==> config.mk <==
export PLATFORM = sky130hd
export DESIGN_NAME = motor_pwm_driver
export DESIGN_NICKNAME = d
export VERILOG_FILES = /design/src/rtl/motor_pwm_driver.sv
export SDC_FILE = /design/constraint.sdc
export NUM_CORES = 1
export LEC_CHECK = 0
export CAP_MARGIN = 30
export CORE_MARGIN = 4
export CORE_UTILIZATION = 40
export CTS_CLUSTER_DIAMETER = 50
export CTS_CLUSTER_SIZE = 40
export DETAILED_ROUTE_END_ITERATION = 6
export GPL_TIMING_DRIVEN = 1
export PLACE_DENSITY = 0.66
export SLEW_MARGIN = 20
export SYNTH_ARGS = -nofsm -noshare
export SYNTH_HDL_FRONTEND = slang
export SYNTH_SLANG_ARGS = --single-unit
==> constraint.sdc <==
create_clock -name clk -period 10.9 [get_ports clk]
set_input_delay 1.635 -clock clk [delete_from_list [all_inputs] [get_ports clk]]
set_output_delay 1.635 -clock clk [all_outputs]
set_load 0.02 [all_outputs]
==> src/rtl/motor_pwm_driver.sv <==
// motor_pwm_driver: slewed-duty motor PWM driven by ramp-stage requests.
// Ports: clk/rst_n, ena, out_30/50/100 in; pwm_out, duty[6:0], at_target, fault out.
module motor_pwm_driver #(
  parameter int PWM_PERIOD = 100,
  parameter int STEP_DIV   = 4
) (
  input  logic       clk,
  input  logic       rst_n,
  input  logic       ena,
  input  logic       out_30,
  input  logic       out_50,
  input  logic       out_100,
  output logic       pwm_out,
  output logic [6:0] duty,
  output logic       at_target,
  output logic       fault
);

  localparam int CW = (PWM_PERIOD > 1) ? $clog2(PWM_PERIOD) : 1;
  localparam int PW = (STEP_DIV > 1) ? $clog2(STEP_DIV) : 1;
  localparam logic [CW-1:0] CNT_MAX = CW'(PWM_PERIOD - 1);
  localparam logic [PW-1:0] PRE_MAX = PW'(STEP_DIV - 1);

  typedef enum logic [2:0] {
    IDLE,
    RAMP_UP,
    RAMP_DOWN,
    HOLD,
    FAULT
  } state_t;

  state_t        state_q, state_d;
  logic [6:0]    duty_q, duty_d;
  logic [6:0]    app_q, app_d;
  logic [CW-1:0] cnt_q, cnt_d;
  logic [PW-1:0] presc_q, presc_d;
  logic [2:0]    sync1_q, sync1_d;
  logic [2:0]    sync2_q, sync2_d;
  logic          pwm_q, pwm_d;
  logic          at_tgt_q, at_tgt_d;

  logic          step;
  logic          bad;
  logic [6:0]    target;
  state_t        settle;

  // Bit order of the synchronised bus: {out_100, out_50, out_30}.
  function automatic logic [6:0] tgt_of(input logic [2:0] s);
    logic [6:0] t;
    t = 7'd0;
    unique case (1'b1)
      (s == 3'b001): t = 7'd30;
      (s == 3'b010): t = 7'd50;
      (s == 3'b100): t = 7'd100;
      default:       t = 7'd0;
    endcase
    return t;
  endfunction

  function automatic logic bad_of(input logic [2:0] s);
    return (s[0] & s[1]) | (s[0] & s[2]) | (s[1] & s[2]);
  endfunction

  always_comb begin
    state_d  = state_q;
    duty_d   = duty_q;
    app_d    = app_q;
    cnt_d    = cnt_q;
    presc_d  = presc_q;
    sync1_d  = sync1_q;
    sync2_d  = sync2_q;
    at_tgt_d = at_tgt_q;
    pwm_d    = 1'b0;
    step     = (presc_q == PRE_MAX);
    target   = tgt_of(sync2_q);
    bad      = bad_of(sync2_q);
    settle   = (target == 7'd0) ? IDLE : HOLD;

    if (ena) begin
      sync1_d = {out_100, out_50, out_30};
      sync2_d = sync1_q;

      unique case (state_q)
        IDLE, HOLD: begin
          if (bad) state_d = FAULT;
          else if (target > duty_q) state_d = RAMP_UP;
          else if (target < duty_q) state_d = RAMP_DOWN;
          else state_d = settle;
        end
        RAMP_UP: begin
          if (bad) state_d = FAULT;
          else if (target < duty_q) state_d = RAMP_DOWN;
          else if (target == duty_q) state_d = settle;
          else if (step) begin
            duty_d = duty_q + 7'd1;
            if (duty_d == target) state_d = settle;
          end
        end
        RAMP_DOWN: begin
          if (bad) state_d = FAULT;
          else if (target > duty_q) state_d = RAMP_UP;
          else if (target == duty_q) state_d = settle;
          else if (step) begin
            duty_d = duty_q - 7'd1;
            if (duty_d == target) state_d = settle;
          end
        end
        FAULT: begin
          if (sync2_q == 3'b000) state_d = IDLE;
        end
        default: state_d = IDLE;
      endcase

      // Prescaler restarts on any state entry and only runs while ramping.
      if (state_d != state_q) presc_d = '0;
      else if (state_q == RAMP_UP || state_q == RAMP_DOWN)
        presc_d = step ? '0 : presc_q + PW'(1);
      else presc_d = '0;

      if (cnt_q == CNT_MAX) begin
        cnt_d = '0;
        app_d = duty_q;
      end else begin
        cnt_d = cnt_q + CW'(1);
      end

      // Fault bypasses the wrap-aligned load so the output dies at once.
      if (state_d == FAULT) begin
        duty_d = 7'd0;
        app_d  = 7'd0;
      end

      pwm_d = (32'(cnt_d) < 32'(app_d));

      // Registered so it tracks next-cycle state and target.
      at_tgt_d = (state_d == IDLE || state_d == HOLD)
              && (duty_d == tgt_of(sync1_q))
              && !bad_of(sync1_q);
    end
  end

  always_ff @(posedge clk or negedge rst_n) begin
    if (!rst_n) begin
      state_q  <= IDLE;
      duty_q   <= 7'd0;
      app_q    <= 7'd0;
      cnt_q    <= '0;
      presc_q  <= '0;
      sync1_q  <= 3'b000;
      sync2_q  <= 3'b000;
      pwm_q    <= 1'b0;
      at_tgt_q <= 1'b0;
    end else begin
      state_q  <= state_d;
      duty_q   <= duty_d;
      app_q    <= app_d;
      cnt_q    <= cnt_d;
      presc_q  <= presc_d;
      sync1_q  <= sync1_d;
      sync2_q  <= sync2_d;
      pwm_q    <= pwm_d;
      at_tgt_q <= at_tgt_d;
    end
  end

  assign pwm_out   = pwm_q;
  assign duty      = duty_q;
  assign at_target = at_tgt_q;
  assign fault     = (state_q == FAULT);

endmodule

# [Word level (Yosys, flattened, before mapping)]
# Index checks and enable logic that the tools add are counted.
[op_classes] div=0 shifts=0 n_reduce_logical=10 add_sub_neg=4 magnitude_cmp=3 mul=0 n_eq_ne=19 bitwise=10 n_mux=40
[ops] operator="two-way mux 7 bit" n=16
[ops] operator="case mux 7 bit (3 select lines)" n=2
[ops] operator="two-way mux 3 bit" n=13
[ops] operator="equality test 7 bit" n=4
[ops] operator="equality test 3 x 2 -> 1 bit (second input constant)" n=5
[ops] operator="adder 7 x 1 -> 7 bit (second input constant)" n=2
[ops] operator="< comparator 7 bit" n=2
[ops] operator="case mux 7 bit (2 select lines)" n=1
[ops] operator="equality test 3 bit (second input constant)" n=4
[ops] operator="two-way mux 2 bit" n=6
[ops] operator="case mux 3 bit (4 select lines)" n=1
[ops] operator="equality test 3 x 1 -> 1 bit (second input constant)" n=3
[ops] operator="logical NOT 3 bit" n=3
[ops] operator="equality test 7 bit (second input constant)" n=1
[ops] operator="greater-than comparator 7 bit" n=1
[ops] operator="logical NOT 7 bit" n=1
[ops] operator="subtractor 7 x 1 -> 7 bit (second input constant)" n=1
[ops] operator="bitwise AND 1 bit" n=6
[ops] operator="OR 1 bit" n=4
[ops] operator="inequality test 3 bit" n=1
[ops] operator="adder 2 x 1 -> 2 bit (second input constant)" n=1
[ops] operator="equality test 2 bit (second input constant)" n=1
[ops] operator="logical AND 1 bit" n=2
[ops] operator="logical OR 1 bit" n=2
[ops] operator="3 further kinds" n=3
[totals] mem_count=0 elab_cells=95 reg_bits=34 latch_bits=0 ram_bits=0 mem_bits_ro=0

# [Logic depth before layout (Yosys ltp)]
[logic_depth] ltp_word=17 depth_mapped=14 ltp_nobuf=12

# [Worst setup path before layout]
# OpenSTA, ideal clock, no wires.
[synth_path] path_type="register to register" startpoint="register sync2_q[0]" endpoint="register at_tgt_q (netlist: at_target)" setup_time_ps=87 path_stages_with_launch=14 period_less_slack_ps=3503 path_slack_ps=7397 arrival_time_ps=3416 path_cell_list="dfrtp_1 buf_2 xnor2_1 nor2_2 ha_1 nor2b_1 o311a_4 or4_4 a211oi_4 xnor2_1 a211oi_2 a41oi_1 o41a_1 a211oi_2"
[synth_between] elab_chain_cells=17
[synth_rtl] item="start, declared" line="38" rtl="logic [2:0] sync2_q, sync2_d;"
[synth_rtl] item="start signal, assigned" line="160" rtl="sync2_q <= sync2_d;"
[synth_rtl] item="equality test 3 bit (tied with other cells)" line="54" rtl="(s == 3'b100): t = 7'd100;"
[synth_rtl] item="case mux 7 bit (3 select lines)" line="51" rtl="unique case (1'b1)"
[synth_rtl] item="logical NOT 7 bit" line="77" rtl="settle = (target == 7'd0) ? IDLE : HOLD;"
[synth_rtl] item="two-way mux 2 bit" line="77"
[synth_rtl] item="two-way mux 3 bit, on equally long branches" line="105, 96"
[synth_rtl] item="two-way mux 3 bit, on equally long branches" line="103, 94"
[synth_rtl] item="two-way mux 3 bit, on equally long branches" line="102, 93"
[synth_rtl] item="two-way mux 3 bit, on equally long branches" line="101, 92"
[synth_rtl] item="two-way mux 3 bit, on equally long branches" line="100, 91"
[synth_rtl] item="case mux 3 bit (4 select lines)" line="83" rtl="unique case (state_q)"
[synth_rtl] item="two-way mux 3 bit" line="79" rtl="if (ena) begin"
[synth_rtl] item="equality test 3 bit" line="128" rtl="if (state_d == FAULT) begin"
[synth_rtl] item="two-way mux 7 bit" line="128"
[synth_rtl] item="two-way mux 7 bit" line="79"
[synth_rtl] item="equality test 7 bit" line="137" rtl="&& (duty_d == tgt_of(sync1_q))"
[synth_rtl] item="logical AND 1 bit *" line="137"
[synth_rtl] item="logical AND 1 bit *" line="138" rtl="&& !bad_of(sync1_q);"
[synth_rtl] item="end signal, assigned" line="162" rtl="at_tgt_q <= at_tgt_d;"
[synth_rtl] item="end, declared" line="40" rtl="logic at_tgt_q, at_tgt_d;"
# Every way passes the cells marked *; elsewhere a longest branch is shown, timed or not. The select of a mux whose other input is x is not followed.
# A chain may end at the register's enable or synchronous reset.

# [Worst setup path in the final report]
[layout_path] startpoint="register sync2_q[1]" endpoint="register at_tgt_q (netlist: at_target)"
# Same word-level chain as after synthesis.

==> flow_summary.json <==
{
  "drive_gt1_share_pct": 10.3,
  "wl_per_cell_um": 16.9,
  "hold_path.class": "register to register",
  "cts_resized": 0,
  "finClkSkew_ns": 0.0129,
  "reg2reg_depth": 12,
  "num-nets-final": 371,
  "fmax_mhz": 244,
  "h-tree-depth": 2,
  "cp_slowest_stage_delay_ns": 0.56,
  "grt_pass1_vias": 2548,
  "hp-start": "presc_q[0]$_DFFE_PN0P_",
  "path_clk_slew_ns": 0.08,
  "synth_edf_count": 0,
  "start_util_pct": 41.1,
  "core_area_mm2": 0.00721,
  "syn_avg_cell_area_um2": 8.62,
  "maxSlewHeadroom_pct": 48.5,
  "cts_buffers": 5,
  "routabilityCongestion": 0.950,
  "synth_top_area_share_pct": 28.7,
  "fillerInstances": 747,
  "cp-start-kind": "register",
  "die_area_mm2": 0.00885,
  "yosys_most_used_dff": "dfrtp_1",
  "worstPathCellList": "xnor2_1 > nor2_2 > ha_1 > nor2b_1 > o311a_4 > nor2_1 > mux2i_4 > o311ai_1 > xnor2_1 > mux2i_1 > o41a_1 > a211oi_2",
  "io_pins": 16,
  "status": "complete, no violations",
  "finalSetupViolations": 0,
  "min_period_ns": 4.11,
  "num_vias": 2543,
  "synth_common_cells": "34 x dfrtp_1, 29 x nor2_1, 25 x o21ai_0, 22 x nand2_1, 21 x xnor2_1",
  "powerDensity_mw_per_mm2": 161,
  "postRouteAntennaNets": 0,
  "antenna_found_initial": 0,
  "drv_cap": 0,
  "portBuffers": 15,
  "synth.distinct_cells": 69,
  "post_cts_buffers": 0,
  "cts_buffer_depth": 2,
  "cts_root_buf": "clkbuf_8",
  "yosys_warnings": 0,
  "fin_ws_ns": 6.79,
  "wirelength_um": 7600,
  "drt_iter0_markers": 166,
  "worst_pin_slew_ns": 0.764,
  "postCtsHoldBufs": 0,
  "syn_inst": 344,
  "synth_area_leaders": "dfrtp_1 29%, ha_1 6.8%, xnor2_1 6.2%, o21ai_0 4.2%, mux2_2 4.2%",
  "grt_pass1_wl_um": 12900,
  "crit_fanout": 12,
  "syn2layout_area_growth_pct": 10.4,
  "reg2reg_to": "at_target$_DFFE_PN0P_",
  "ys_seq_area_share_pct": 28.7,
  "r2r_slack_ns": 6.79,
  "slowest_stage": "dfrtp_1",
  "synth_nets": 366,
  "whs_endpoint": "presc_q[0]$_DFFE_PN0P_",
  "place_area_mm2": 0.00318,
  "cp_data_arrival_time_ns": 4.32,
  "rsz0062_at_grt": "no",
  "p_leak_nw": 1.27,
  "r2r_start": "sync2_q[1]$_DFFE_PN0P_",
  "drc_errors": 0,
  "synthArstFlopShare_pct": 100,
  "grt_start_max_net_pins": 43,
  "postLayoutCoreUtil_pct": 45.4,
  "die_h_um": 94.1,
  "critPathKind": "register to register",
  "rows": 31,
  "cts_tree": "done",
  "finalSetupTns_ns": 0,
  "slew_viol_final": 0,
  "via_per_inst": 5.66,
  "place_ws_ns": 6.84,
  "synth_area_leader_cell": "dfrtp_1",
  "peakVddDrop_mv": 0.129,
  "ys_ff_latch": 34,
  "end_kind": "register",
  "synthMostInstantiatedCell": "dfrtp_1",
  "grt_remaining_overflow": 0,
  "critical-path-top-cell-by-count": "xnor2_1",
  "period_share_pct": 37.7,
  "holdPathStages": 1,
  "hold_viol": 0,
  "cts_sinks": 34,
  "dp_hpwl_um": 5690,
  "grt_usage_pct": 18.6,
  "die_w_um": 94.1,
  "cp_data_required_time_ns": 11.11,
  "antennaDiodeCount": 0,
  "final_area_mm2": 0.00327,
  "first_pass_iters": 4,
  "synth_area_mm2": 0.00297,
  "insertion_delay_ns": 0.29,
  "holdWs_ns": 0.495
}
## cells by family after synthesis
family / Yosys count / share of synthesized area, %
mux: 23 / 9.07
fa+ha+maj: 18 / 7.47
xor+xnor: 25 / 7.38
flops: 34 / 28.7
buf+inv: 37 / 4.98
simple gates: 114 / 20.3
compound gates: 93 / 22.1
## layout make-up
class / instances / area (um^2) / share of cell area (%)
Multi-Input combinational cell: 273 / 1970 / 60.1
Sequential cell: 34 / 851 / 26.0
Clock buffer: 6 / 82.6 / 2.52
Inverter: 17 / 63.8 / 1.95
Timing Repair Buffer: 18 / 173 / 5.28
Tap cell: 99 / 124 / 3.78
Clock inverter: 2 / 12.5 / 0.382
## flip-flops by register name (all words and copies together), names as in the netlist
name       cells
app_q          7
cnt_q          7
pwm_out        1
presc_q        2
state_q        3
duty           7
at_target      1
sync2_q        3
sync1_q        3
## per-layer routing
metal	vias to the layer above	GRT usage, %	routed length (um)
li1	1254	-	-
met1	1205	25.1	3560
met2	75	29.5	3520
met3	9	2.64	394
met4	0	8.06	126
met5	-	0	0
## critical path, delay by kind of cell, from the launching register on
kind	cells	cell delay, ns
AO/OA/AOI/OAI	4	1.19
XOR/XNOR	2	0.41
adder cells (fa/ha/maj)	1	0.32
flip-flops	1	0.56
multiplexers	2	0.56
AND/OR/NAND/NOR	3	0.98
## where the power goes
group	switching, W	internal, W
logic	0.000139	0.000113
clock network	0.0000468	0.0000508
registers	0.0000321	0.000147
## per-stage QoR
step	cells	total power [W]
after detailed placement	441	0.000431
after global placement	441	0.000431
after floorplan	344	0.000371
after global routing	449	0.000571
after CTS	449	0.000532
final	449	0.000528
## placed cells by master, fill, tap and decap left out, types with 3 or more instances in the layout
master and instances:
nand3_1 10, nor2_1 29, a21oi_1 16, and3_1 3, clkdlybuf4s50_1 15, and2_1 6
a31oi_1 4, o21ai_0 25, nor3b_1 4, nand3b_1 4, mux2i_1 10, ha_1 16
xor2_1 4, inv_1 16, dfrtp_1 34, buf_4 3, nand2_1 22, o31ai_1 4
or3_1 5, mux2_2 11, xnor2_1 21, a21o_1 9, clkbuf_8 6, nor3_1 5
nand2b_1 9, o22ai_1 3
## worst max-delay path by stage
stage	startpoint	endpoint	slack (ns)
floorplan	sync2_q[0]$_DFFE_PN0P_	at_target$_DFFE_PN0P_	7.40
global placement	sync2_q[1]$_DFFE_PN0P_	at_target$_DFFE_PN0P_	6.82
detailed placement	sync2_q[1]$_DFFE_PN0P_	at_target$_DFFE_PN0P_	6.84
CTS	sync2_q[1]$_DFFE_PN0P_	at_target$_DFFE_PN0P_	6.82
global route	sync2_q[1]$_DFFE_PN0P_	at_target$_DFFE_PN0P_	6.54
finish	sync2_q[1]$_DFFE_PN0P_	at_target$_DFFE_PN0P_	6.79
No activity file was read; power rests on OpenSTA's default activity.
